## src/rtl/ram_arb_pkg.sv

```systemverilog
// ram_arb_pkg: shared constants and types for the frame-buffer RAM port arbiter.
//   DEPTH_DEFAULT : word count of the 8x320x320 frame buffer
//   rd_tag_t      : per-read-port return tag {valid, requester id}
package ram_arb_pkg;

    localparam longint unsigned DEPTH_DEFAULT = 64'(8 * 320 * 320);

    typedef struct packed {
        logic       valid;
        logic [2:0] id;
    } rd_tag_t;

endpackage

```

## src/rtl/rr_pick2.sv

```systemverilog
// rr_pick2: round-robin picker returning the first two eligible requesters.
//   i_req  : request vector (bits >= N must be zero)
//   i_mask : eligibility for the second pick only
//   i_ptr  : scan start index, 0..N-1
//   o_v0/o_i0 : first hit from i_ptr, wrapping
//   o_v1/o_i1 : next hit after the first that is also allowed by i_mask
module rr_pick2 #(
    parameter int N = 4
) (
    input  logic [7:0] i_req,
    input  logic [7:0] i_mask,
    input  logic [2:0] i_ptr,
    output logic       o_v0,
    output logic [2:0] o_i0,
    output logic       o_v1,
    output logic [2:0] o_i1
);

    logic w_seen;

    function automatic logic [2:0] slot(input logic [2:0] p, input int k);
        return 3'((int'(p) + k) % N);
    endfunction

    always_comb begin
        o_v0 = 1'b0;
        o_i0 = '0;
        for (int k = 0; k < N; k++) begin
            if (!o_v0 && i_req[slot(i_ptr, k)]) begin
                o_v0 = 1'b1;
                o_i0 = slot(i_ptr, k);
            end
        end
    end

    // The first hit is re-found here rather than read from o_i0 so the
    // second pick only depends on the mask, which itself depends on o_i0.
    always_comb begin
        o_v1   = 1'b0;
        o_i1   = '0;
        w_seen = 1'b0;
        for (int k = 0; k < N; k++) begin
            if (i_req[slot(i_ptr, k)]) begin
                if (!w_seen) begin
                    w_seen = 1'b1;
                end else if (!o_v1 && i_mask[slot(i_ptr, k)]) begin
                    o_v1 = 1'b1;
                    o_i1 = slot(i_ptr, k);
                end
            end
        end
    end

endmodule

```

## src/rtl/ram_port_arbiter.sv

```systemverilog
// ram_port_arbiter: shares a 2-write/2-read-port frame-buffer RAM among NREQ requesters.
//   clk, rst_n          : clock, asynchronous active-low reset
//   req/we/addr/wdata   : per-requester request, direction, word address, write data
//   gnt                 : combinational accept (request completes when req & gnt)
//   err                 : one-cycle pulse after a granted out-of-range request
//   rvalid/rdata        : read return, one cycle after grant, routed to the issuer
//   ram_*               : RAM port enables, addresses, write data and read data
module ram_port_arbiter
    import ram_arb_pkg::*;
#(
    parameter int              NREQ  = 4,
    parameter int              AW    = 32,
    parameter int              DW    = 32,
    parameter longint unsigned DEPTH = DEPTH_DEFAULT
) (
    input  logic               clk,
    input  logic               rst_n,
    input  logic [NREQ-1:0]    req,
    input  logic [NREQ-1:0]    we,
    input  logic [NREQ*AW-1:0] addr,
    input  logic [NREQ*DW-1:0] wdata,
    output logic [NREQ-1:0]    gnt,
    output logic [NREQ-1:0]    err,
    output logic [NREQ-1:0]    rvalid,
    output logic [NREQ*DW-1:0] rdata,
    output logic               ram_write0,
    output logic               ram_write1,
    output logic               ram_read0,
    output logic               ram_read1,
    output logic [AW-1:0]      ram_addr_wr0,
    output logic [AW-1:0]      ram_addr_wr1,
    output logic [AW-1:0]      ram_addr_rd0,
    output logic [AW-1:0]      ram_addr_rd1,
    output logic [DW-1:0]      ram_datain0,
    output logic [DW-1:0]      ram_datain1,
    input  logic [DW-1:0]      ram_dataout0,
    input  logic [DW-1:0]      ram_dataout1
);

    logic [AW-1:0] w_addr  [8];
    logic [DW-1:0] w_wdata [8];
    logic [7:0]    w_oor;
    logic [7:0]    w_wreq;
    logic [7:0]    w_rreq;
    logic [7:0]    w_wmask;
    logic          w_wv0, w_wv1, w_rv0, w_rv1;
    logic [2:0]    w_wi0, w_wi1, w_ri0, w_ri1;
    logic [2:0]    r_rr_wr, r_rr_rd;
    logic [NREQ-1:0] r_err;
    rd_tag_t       r_tag0, r_tag1;

    // Requests are masked by reset so gnt and every RAM enable stay low
    // while rst_n is asserted. Slots beyond NREQ are tied off.
    for (genvar i = 0; i < 8; i++) begin : g_slot
        if (i < NREQ) begin : g_act
            assign w_addr[i]  = addr[i*AW +: AW];
            assign w_wdata[i] = wdata[i*DW +: DW];
            assign w_oor[i]   = 64'(w_addr[i]) >= DEPTH;
            assign w_wreq[i]  = rst_n & req[i] & we[i];
            assign w_rreq[i]  = rst_n & req[i] & ~we[i];
            assign w_wmask[i] = w_addr[i] != w_addr[w_wi0];
        end else begin : g_pad
            assign w_addr[i]  = '0;
            assign w_wdata[i] = '0;
            assign w_oor[i]   = 1'b0;
            assign w_wreq[i]  = 1'b0;
            assign w_rreq[i]  = 1'b0;
            assign w_wmask[i] = 1'b0;
        end
    end

    // Write port 1 may not target the same word as write port 0: the RAM
    // does not resolve that, so a colliding requester is skipped.
    rr_pick2 #(.N(NREQ)) u_pick_wr (
        .i_req  (w_wreq),
        .i_mask (w_wmask),
        .i_ptr  (r_rr_wr),
        .o_v0   (w_wv0),
        .o_i0   (w_wi0),
        .o_v1   (w_wv1),
        .o_i1   (w_wi1)
    );

    rr_pick2 #(.N(NREQ)) u_pick_rd (
        .i_req  (w_rreq),
        .i_mask (8'hFF),
        .i_ptr  (r_rr_rd),
        .o_v0   (w_rv0),
        .o_i0   (w_ri0),
        .o_v1   (w_rv1),
        .o_i1   (w_ri1)
    );

    always_comb begin
        gnt = '0;
        for (int i = 0; i < NREQ; i++) begin
            gnt[i] = (w_wv0 && w_wi0 == 3'(i)) || (w_wv1 && w_wi1 == 3'(i)) ||
                     (w_rv0 && w_ri0 == 3'(i)) || (w_rv1 && w_ri1 == 3'(i));
        end
    end

    // Out-of-range requests are granted but never reach the RAM.
    assign ram_write0   = w_wv0 & ~w_oor[w_wi0];
    assign ram_write1   = w_wv1 & ~w_oor[w_wi1];
    assign ram_read0    = w_rv0 & ~w_oor[w_ri0];
    assign ram_read1    = w_rv1 & ~w_oor[w_ri1];
    assign ram_addr_wr0 = w_addr[w_wi0];
    assign ram_addr_wr1 = w_addr[w_wi1];
    assign ram_addr_rd0 = w_addr[w_ri0];
    assign ram_addr_rd1 = w_addr[w_ri1];
    assign ram_datain0  = w_wdata[w_wi0];
    assign ram_datain1  = w_wdata[w_wi1];

    function automatic logic [2:0] nxt(input logic [2:0] i);
        return (i == 3'(NREQ - 1)) ? 3'd0 : i + 3'd1;
    endfunction

    always_ff @(posedge clk or negedge rst_n) begin
        if (!rst_n) begin
            r_rr_wr <= '0;
            r_rr_rd <= '0;
            r_err   <= '0;
            r_tag0  <= '0;
            r_tag1  <= '0;
        end else begin
            r_rr_wr <= w_wv1 ? nxt(w_wi1) : w_wv0 ? nxt(w_wi0) : r_rr_wr;
            r_rr_rd <= w_rv1 ? nxt(w_ri1) : w_rv0 ? nxt(w_ri0) : r_rr_rd;
            r_err   <= gnt & w_oor[NREQ-1:0];
            r_tag0  <= '{valid: ram_read0, id: w_ri0};
            r_tag1  <= '{valid: ram_read1, id: w_ri1};
        end
    end

    assign err = r_err;

    // The two read tags always name different requesters, so at most one
    // RAM output is steered onto any given rdata lane.
    always_comb begin
        rvalid = '0;
        rdata  = '0;
        for (int i = 0; i < NREQ; i++) begin
            rvalid[i] = (r_tag0.valid && r_tag0.id == 3'(i)) ||
                        (r_tag1.valid && r_tag1.id == 3'(i));
            rdata[i*DW +: DW] = (r_tag0.valid && r_tag0.id == 3'(i)) ? ram_dataout0 :
                                (r_tag1.valid && r_tag1.id == 3'(i)) ? ram_dataout1 : '0;
        end
    end

endmodule

```

## config.mk

```make
export PLATFORM = sky130hd
export DESIGN_NAME = ram_port_arbiter
export DESIGN_NICKNAME = d
export VERILOG_FILES = /design/src/rtl/ram_arb_pkg.sv /design/src/rtl/rr_pick2.sv /design/src/rtl/ram_port_arbiter.sv
export SDC_FILE = /design/constraint.sdc
export NUM_CORES = 1
export LEC_CHECK = 0
export ABC_AREA = 1
export CAP_MARGIN = 20
export CORE_AREA = 5 5 258 260
export DETAILED_ROUTE_END_ITERATION = 12
export DIE_AREA = 0 0 263 265
export HOLD_SLACK_MARGIN = 0.15
export PLACE_DENSITY_LB_ADDON = 0.08
export SYNTH_ARGS = -nofsm -noshare
export SYNTH_HDL_FRONTEND = slang
export SYNTH_HIERARCHICAL = 1
export SYNTH_SLANG_ARGS = --single-unit
```

## constraint.sdc

```tcl
create_clock -name clk -period 9.3 [get_ports clk]
set_clock_uncertainty 0.2 [all_clocks]
set_input_delay 1.86 -clock clk [delete_from_list [all_inputs] [get_ports clk]]
set_output_delay 1.86 -clock clk [all_outputs]
set_load 0.005 [all_outputs]
```

==> results by group <==
Run status
  • Status: finished clean

Critical path
  • Crit path launch: req[0]
  • CP peak stage delay: 0.50 ns
  • CP Buf/Inv Count: 11
  • CP max FO: 12
  • Arrival time at the worst endpoint: 7.11 ns
  • Critical Path Sink Type: output port
  • Worst Setup Start Kind: input pin
  • RR Startpoint: r_rr_wr[0]$_DFFE_PN0P_
  • CP Data Required Time: 7.24 ns
  • CP Class: in2out
  • Slowest cell on crit path: clkdlybuf4s50_1
  • CP delay by family, top: simple AND/OR/NAND/NOR gates
  • CP dominant cell by count: nand2_1

STA
  • Fin Setup TNS: 0 ns
  • Slew Limit Headroom: 0.390
  • Final setup fails: 0
  • RSZ-0062 raised after global routing: yes
  • Number of hold violations in the final report: 0
  • Final min period: 9.17 ns
  • Slew Viols, Final: 0
  • Slew @ Worst Pin: 0.915 ns
  • Final period util: 0.986
  • Max Fclk: 109 MHz

Cells and area
  • NumNets Final: 3,660
  • Synthesis-to-layout area growth: 69.2%
  • Proportion of layout cells with a drive suffix above 1: 0.105

CTS
  • CTS Hold Bufs: 0
  • Clock Latency Late Sink: 0.26 ns
  • Num CTS Buffers: 3
  • Clock Path Buffers: 2
  • Clock transition at the registers of the reported paths: 0.05 ns
  • Root buffer cell: clkbuf_16
  • CTS tree: done
  • H-tree Lvls: 1
  • # clock sinks: 16

Route
  • Vias: 21,400
  • Met3 wire length: 6660 um
  • Met2 wire len: 47,800 um
  • DR vias/cell: 5.14
  • WL per Instance: 23.1 um
  • Pre-Repair DR Iteration Count: 6
  • DRC violations left: 0
  • M1 wire length: 39,900 um
  • DRT antenna net count: 0
  • DR iter-0 viols: 1,829
  • Total wire length: 96,200 um
  • Top routing layer in use: met5

Power and ir drop
  • Total chip power: 9.13 mW
  • Peak supply drop: 0.000335 V
  • PD cells: 416 mW/mm2
  • P_leak: 10.3 nW

GRT
  • Largest net degree at the start of global routing: 162
  • Initial antenna violation count: 6
  • All-Layer GR Usage: 0.253
  • Total grt overflow: 0
  • Global-route wire length before repair: 138,000 um
  • Vias in the first global route: 20,300

Synthesis
  • Yosys warns: 6
  • Cells after Synth: 2,681
  • Synth Cell Area: 0.0130 mm2
  • Mapped Avg Cell Area: 4.85 um2

Die
  • Die Wd: 263 um
  • Num rows: 93
  • Die H: 265 um
  • Core area: 0.0639 mm2
  • I/O pins: 666
  • Die footprint: 0.0697 mm2
  • Initial core utilization: 0.203

Place
  • IO buf count: 665
  • DP HPWL: 75,200 um
  • GP Congestion: 0.959

Flow run
  • Max-cap violations: 0

Hold path
  • Worst Hold Class: reg2reg
  • Min-delay src: r_rr_rd[1]$_DFFE_PN0P_
path summary, 6_finish.rpt:
| kind | cells past startpoint | to | slack (ns) |
|---|---|---|---|
| worst min-delay path | 2 | r_rr_rd[1]$_DFFE_PN0P_ | 0.60 |
| max in group asynchronous | 2 | r_tag1[0]$_DFF_PN0_ | 7.00 |
| worst max-delay path | 43 | ram_addr_wr1[2] | 0.13 |
| worst max register to register | 44 | err[1]$_DFF_PN0_ | 3.50 |
| worst min register to register | 2 | r_rr_rd[1]$_DFFE_PN0P_ | 0.60 |
| min in group asynchronous | 2 | err[3]$_DFF_PN0_ | 1.69 |
stage by stage:
stage,setup slack [ns],util,hold slack [ns],instance area [um2],std cells
6_report,0.134,0.344,0.602,22000,4169
4_1_cts,0.00381,0.338,0.607,21600,4161
3_5_place_dp,-0.389,0.333,0.593,21300,4150
2_1_floorplan,1.34,-,0.361,13000,2690
5_1_grt,-0.183,0.344,0.645,22000,4169
3_3_place_gp,-0.416,0.333,0.586,21300,4150
sequential cells by signal, indices dropped and copies added (netlist names):
register and cells:
r_tag1 4, r_rr_wr 2, r_tag0 4, err 4, r_rr_rd 2
report_power, final:
part           switching [mW]  total, mW  internal, mW
sequential             0.0492      0.148        0.0993
combinational            5.18       8.89          3.70
clock                  0.0323     0.0979        0.0656
total                    5.27       9.13          3.87
area by class of cell:
cell class	instances	area, um2
clock buffer	4	88.8
tap	855	1070
antenna	1	2.50
multi-input combinational	2116	10700
fill	7084	41900
timing repair buffer	833	8380
sequential	16	400
inverter	344	1340
cell usage in the layout (no fill, tap or decap), drive strengths merged, types with 17 or more instances in the layout:
| cell type | n |
|---|---|
| o21ai | 399 |
| nand2 | 715 |
| inv | 336 |
| o211ai | 74 |
| dlymetal6s2s | 56 |
| nor2 | 70 |
| nand3 | 371 |
| buf | 167 |
| nand4 | 17 |
| a21oi | 419 |
| clkdlybuf4s50 | 593 |
metal layers:
metal  track usage  vias up
met3        0.0407      100
met1         0.322    10100
met4        0.0396        6
met2         0.458      971
met5             0        -
li1              -    10200
timing repair:
| action | 4_1_cts | 5_1_grt |
|---|---|---|
| setup buffers | 6 | 5 |
| cloned | 1 | 2 |
| gates resized for setup | 53 | 117 |
| pin swaps | 9 | 40 |
| endpoints found under the setup margin | 69 | 69 |
worst reg2reg max path: cells and delay by family, from the launching register on:
family	cells	cell delay [ns]
and+or+nand+nor	32	3.01
AOI/OAI and AO/OA	1	0.22
buffers and inverters	10	1.37
adders and majority gates	1	0.18
DFF	1	0.70
Note: power is estimated with default switching activity, not from simulation.
